[src/rtl/instr_encoder.sv]
// instr_encoder: packs opcode/register/immediate field bundles into 16-bit
// instruction words and streams them into instruction memory from address 0.
// Optional build macro: INSTR_ENC_RANGE_CHECK_EN -- when defined, bundles whose
// immediate does not fit the instruction's field are rejected and counted;
// when undefined, immediates are silently truncated to the field width.
//
// state  | meaning
// IDLE   | after reset, waiting for start
// LOAD   | accepting bundles, one word written per accepted bundle
// DONE   | program complete (last bundle or memory full), waiting for start
module instr_encoder #(
    parameter int DEPTH  = 256,
    parameter int ADDR_W = $clog2(DEPTH)
) (
    input  logic              clk,
    input  logic              rst,
    input  logic              start,
    input  logic              in_valid,
    output logic              in_ready,
    input  logic [3:0]        in_opcode,
    input  logic [3:0]        in_rd,
    input  logic [3:0]        in_rs,
    input  logic [3:0]        in_rt,
    input  logic [15:0]       in_imm,
    input  logic              in_last,
    output logic              imem_we,
    output logic [ADDR_W-1:0] imem_addr,
    output logic [15:0]       imem_wdata,
    output logic              busy,
    output logic              done,
    output logic              err,
    output logic [7:0]        err_count,
    output logic [ADDR_W:0]   word_count
);

    typedef enum logic [1:0] {
        S_IDLE = 2'd0,
        S_LOAD = 2'd1,
        S_DONE = 2'd2
    } state_t;

    localparam logic [ADDR_W-1:0] LAST_ADDR = ADDR_W'(DEPTH - 1);

    state_t              state, state_nxt;
    logic [ADDR_W-1:0]   addr, addr_nxt;
    logic [ADDR_W:0]     wc_nxt;
    logic                err_nxt;
    logic [7:0]          ec_nxt;
    logic                we_q, we_nxt;
    logic [ADDR_W-1:0]   waddr_nxt;
    logic [15:0]         wdata_nxt;
    logic [15:0]         enc_word;
    logic                imm_ok;
    logic                full;

    // Pack the field bundle according to the opcode's instruction format.
    always_comb begin
        enc_word = {in_opcode, in_rd, in_rs, in_rt};
        case (in_opcode)
            4'h1, 4'h7, 4'h8:        enc_word = {in_opcode, in_rd, in_rs, in_imm[3:0]};
            4'h6:                    enc_word = {in_opcode, in_rd, in_imm[7:0]};
            4'h9, 4'hA, 4'hB, 4'hC:  enc_word = {in_opcode, in_imm[11:0]};
            4'hF:                    enc_word = {in_opcode, 4'h0, in_rs, in_rt};
            default:                 enc_word = {in_opcode, in_rd, in_rs, in_rt};
        endcase
    end

`ifdef INSTR_ENC_RANGE_CHECK_EN
    // A signed value fits an N-bit field when every bit above bit N-2 matches the sign.
    always_comb begin
        imm_ok = 1'b1;
        case (in_opcode)
            4'h1, 4'h7, 4'h8:        imm_ok = (&in_imm[15:3])  | ~(|in_imm[15:3]);
            4'h6:                    imm_ok = (&in_imm[15:7])  | ~(|in_imm[15:7]);
            4'h9, 4'hA, 4'hB, 4'hC:  imm_ok = (&in_imm[15:11]) | ~(|in_imm[15:11]);
            default:                 imm_ok = 1'b1;
        endcase
    end
`else
    assign imm_ok = 1'b1;
    // The top immediate bits only matter to the range check.
    logic unused_imm_hi;
    assign unused_imm_hi = ^in_imm[15:12];
`endif

    // Next-state, address/count bookkeeping and write-port update.
    always_comb begin
        state_nxt = state;
        addr_nxt  = addr;
        wc_nxt    = word_count;
        err_nxt   = err;
        ec_nxt    = err_count;
        we_nxt    = 1'b0;
        waddr_nxt = imem_addr;
        wdata_nxt = imem_wdata;
        full      = 1'b0;
        case (state)
            S_IDLE, S_DONE: begin
                if (start) begin
                    state_nxt = S_LOAD;
                    addr_nxt  = '0;
                    wc_nxt    = '0;
                    err_nxt   = 1'b0;
                    ec_nxt    = 8'd0;
                end
            end
            S_LOAD: begin
                if (in_valid) begin
                    if (imm_ok) begin
                        we_nxt    = 1'b1;
                        waddr_nxt = addr;
                        wdata_nxt = enc_word;
                        wc_nxt    = word_count + 1'b1;
                        // Hold the pointer on the last word so it never wraps.
                        if (addr == LAST_ADDR) full = 1'b1;
                        else                   addr_nxt = addr + 1'b1;
                    end else begin
                        err_nxt = 1'b1;
                        if (err_count != 8'hFF) ec_nxt = err_count + 8'd1;
                    end
                    if (in_last || full) state_nxt = S_DONE;
                end
            end
            default: state_nxt = S_IDLE;
        endcase
    end

    // State and output registers with synchronous reset.
    always_ff @(posedge clk) begin
        if (rst) begin
            state      <= S_IDLE;
            addr       <= '0;
            word_count <= '0;
            err        <= 1'b0;
            err_count  <= 8'd0;
            we_q       <= 1'b0;
            imem_addr  <= '0;
            imem_wdata <= 16'h0000;
        end else begin
            state      <= state_nxt;
            addr       <= addr_nxt;
            word_count <= wc_nxt;
            err        <= err_nxt;
            err_count  <= ec_nxt;
            we_q       <= we_nxt;
            imem_addr  <= waddr_nxt;
            imem_wdata <= wdata_nxt;
        end
    end

    // A reset arriving while a write is pending suppresses the strobe at once.
    assign imem_we  = we_q & ~rst;
    assign in_ready = (state == S_LOAD);
    assign busy     = (state == S_LOAD);
    assign done     = (state == S_DONE);

endmodule

[config.mk]
export PLATFORM = sky130hd
export DESIGN_NAME = instr_encoder
export DESIGN_NICKNAME = d
export VERILOG_FILES = /design/src/rtl/instr_encoder.sv
export SDC_FILE = /design/constraint.sdc
export NUM_CORES = 1
export LEC_CHECK = 0
export ABC_CLOCK_PERIOD_IN_PS = 1780
export CORE_UTILIZATION = 44
export CTS_CLUSTER_DIAMETER = 200
export DETAILED_ROUTE_END_ITERATION = 16
export GPL_TIMING_DRIVEN = 0
export PLACE_DENSITY = 0.89
export SYNTH_ARGS = -nofsm -noshare
export SYNTH_HDL_FRONTEND = slang
export SYNTH_SLANG_ARGS = --single-unit
[constraint.sdc]
create_clock -name clk -period 1.78 [get_ports clk]
set_input_delay 0.356 -clock clk [delete_from_list [all_inputs] [get_ports clk]]
set_output_delay 0.356 -clock clk [all_outputs]
set_load 0.05 [all_outputs]
==> qor.yml <==
outcome: "finished with violations"
violations: "negative setup slack"
grt_pass1_wl_mm: 9.09
antenna_found_initial: 0
cp-end-kind: "register"
rows: 25
syn_area_um2: 2150
finalCritPeriodShare_pct: 103
drc_errors: 0
crit_required_ns: 2.02
drt-vias-per-instance: 5.21
synth.distinct_cells: 44
min_period_ns: 1.83
diodes: 0
syn_area_per_cell_um2: 8.56
wl_mm: 5.49
n_fill_cell: 420
ios: 83
maxCapViolations: 0
core_area_um2: 4720
final_area_um2: 2990
drive_gt1_share_pct: 10.7
dpl.hpwl_mm: 4.01
yosysWarnings: 0
cts_sinks: 44
max_slew_margin_pct: 65.2
pre_cts_slack_ns: -0.350
rsz0062_at_grt: "true"
overflow: 0
grt_util_all_layers_pct: 22.5
peakVddDrop_v: 0.000436
placed_area_um2: 2920
ys_ff_latch: 44
firstDrtPassIters: 4
crit_path_cell_trace: "clkdlybuf4s50_1 > nor2b_2 > o2111ai_2 > or4_1 > a21oi_1"
tns_ns: -0.0547
grt_pass1_vias: 1999
synth-seq-area-share_pct: 41.0
synthArstFlopShare_pct: 0
insertion_delay_ns: 0.30
start_util_pct: 45.5
vias: 2094
fp.dieW_um: 71.9
layout.cells.non_filler: 402
hold_violations: 0
cts_made_buffers: 5
crit_fanout: 4
area_growth_syn_to_layout_pct: 39.2
setup_viol: 1
crit_type: "in2reg"
crit_buf_inv: 1
cts.htree.levels: 2
placed_cells: 392
worstPathArrival_ns: 2.08
wire_per_inst_um: 13.7
fmax_mhz: 545
worst_clock_skew_ns: 0.00652
cts_tree: "yes"
crit_slowest_cell: "or4_1"
critPathMaxStageDelay_ns: 0.53
cts.clk_slew.worst_paths_ns: 0.08
synth_ff_type: "dfxtp_1"
dieArea_um2: 5170
port-buffer-count: 66
nets: 373
ctsHoldBuffers: 0
power.density_nw_per_um2: 718
syn_inst: 251
drt_iter0_markers: 146
routabilityCongestion: 0.900
die_h_um: 71.9
final_max_slew_viol_count: 0
synth-edff-count: 0
postRouteAntennaNets: 0
cts_buffer_depth: 2
cts_root_buffer: "clkbuf_8"
grt_max_degree: 14
timing.final.ws_setup_ns: -0.0547
holdWs_ns: 0.370
startpoint_type: "input port"
worst_pin_slew_ns: 0.522
power_leakage_uw: 0.00126
cp_top_family: "simple AND/OR/NAND/NOR gates"
hp-class: "in2reg"
-- what timing repair did --
item / CTS / global route
endpoints found under the setup margin: 38 / 29
setup buffers: 0 / 2
pin swaps: 0 / 1
endpoints found under the hold margin: 0 / 0
resized for setup: 47 / 10
-- worst min-delay path, cell delays in order --
cell     delay [ns]
buf_2          0.15
nand2_1        0.07
a21oi_1        0.05
-- kinds of logic after synthesis --
kind of cell	after synthesis	synth area share, %
AND/OR/NAND/NOR	102	23.5
AO/OA/AOI/OAI	57	20.0
flip-flops	44	41.0
buffers and inverters	29	7.22
XOR/XNOR	8	3.26
multiplexers	8	3.73
adder cells (fa/ha/maj)	2	1.16
other	1	0.175
-- metal layers --
metal | track usage [%] | vias to the layer above | wire [um]
met3 | 5.77 | 13 | 367
li1 | - | 1044 | -
met5 | 0 | - | 0
met2 | 38.6 | 78 | 2570
met1 | 26.8 | 959 | 2430
met4 | 9.15 | 0 | 122
-- cell usage after synthesis (2+ instances only) --
master	number	area share (%)
nand3_1	6	1.4
mux2i_1	8	3.7
clkbuf_1	10	1.7
nor2_1	26	4.5
nand2_1	33	5.8
o31ai_1	2	0.70
a221o_1	4	1.9
nand4_1	4	1.2
inv_1	4	0.70
a311oi_1	2	0.82
nor4_1	2	0.58
dfxtp_1	44	41
nand2b_1	5	1.5
a31oi_1	3	0.87
a211oi_1	11	3.8
xnor2_1	6	2.4
o21ai_1	2	0.47
ha_1	2	1.2
or4_1	4	1.4
and3_1	3	0.87
xor2_1	2	0.82
a21oi_1	20	4.7
nor3_1	3	0.70
buf_2	4	0.93
and2_1	6	1.7
buf_4	11	3.8
o211ai_1	4	1.4
o21ai_0	2	0.47
nand3b_1	3	1.0
-- sequential cells by signal, indices dropped and copies added, names as in the netlist --
register,cells
imem_wdata,16
word_count,9
addr,8
imem_addr,8
state,2
we_q,1
-- final cells by class --
cell class                 count  area, um^2  share of cell area [%]
tap                           67        83.8                    2.80
sequential                    44         881                    29.5
clock inverter                 2        10.0                   0.335
timing repair buffer          68         623                    20.8
clock buffer                   6        82.6                    2.76
inverter                       4        15.0                   0.502
buffer                        25         148                    4.94
multi-input combinational    186        1150                    38.4
-- power by group --
part / leakage, uW / internal (uW) / switching, uW / total, uW
Combinational: 0.000856 / 176 / 291 / 467
Clock: 0.0000510 / 310 / 343 / 653
Sequential: 0.000357 / 1010 / 15.4 / 1030
Total: 0.00126 / 1500 / 650 / 2150
-- final timing paths --
path	from	end	slack (ns)	depth (start not counted)
hold / removal	in_opcode[1]	imem_wdata[13]	0.37	3
setup reg to reg	state[0]	word_count[7]	0.06	5
setup / recovery	start	word_count[7]	-0.05	5
hold reg to reg	imem_addr[3]	imem_addr[3]	0.45	2
-- placed cells by master, fill, tap and decap left out, types with 3 or more instances in the layout --
| cell | instances |
|---|---|
| dfxtp_1 | 44 |
| dlygate4sd2_1 | 34 |
| nand2_1 | 33 |
| clkdlybuf4s50_1 | 28 |
| nor2_1 | 26 |
| a21oi_1 | 20 |
| buf_4 | 14 |
| a211oi_1 | 11 |
| conb_1 | 9 |
| clkbuf_1 | 8 |
| mux2i_1 | 8 |
| xnor2_1 | 6 |
| nand3_1 | 6 |
| and2_1 | 6 |
| clkbuf_8 | 6 |
| nand2b_1 | 5 |
| inv_1 | 4 |
| or4_1 | 4 |
| nand4_1 | 4 |
| o211ai_1 | 4 |
| buf_2 | 4 |
| a221o_1 | 4 |
| nand3b_1 | 3 |
| and3_1 | 3 |
| nor3_1 | 3 |
| a31oi_1 | 3 |
-- stage by stage --
stage,total power [uW],utilization [%]
global placement,1520,61.9
finish,2150,63.3
detailed placement,1530,61.9
CTS,2150,62.8
global route,2240,63.3
floorplan,1360,-
Note: power is estimated with default switching activity, not from simulation.
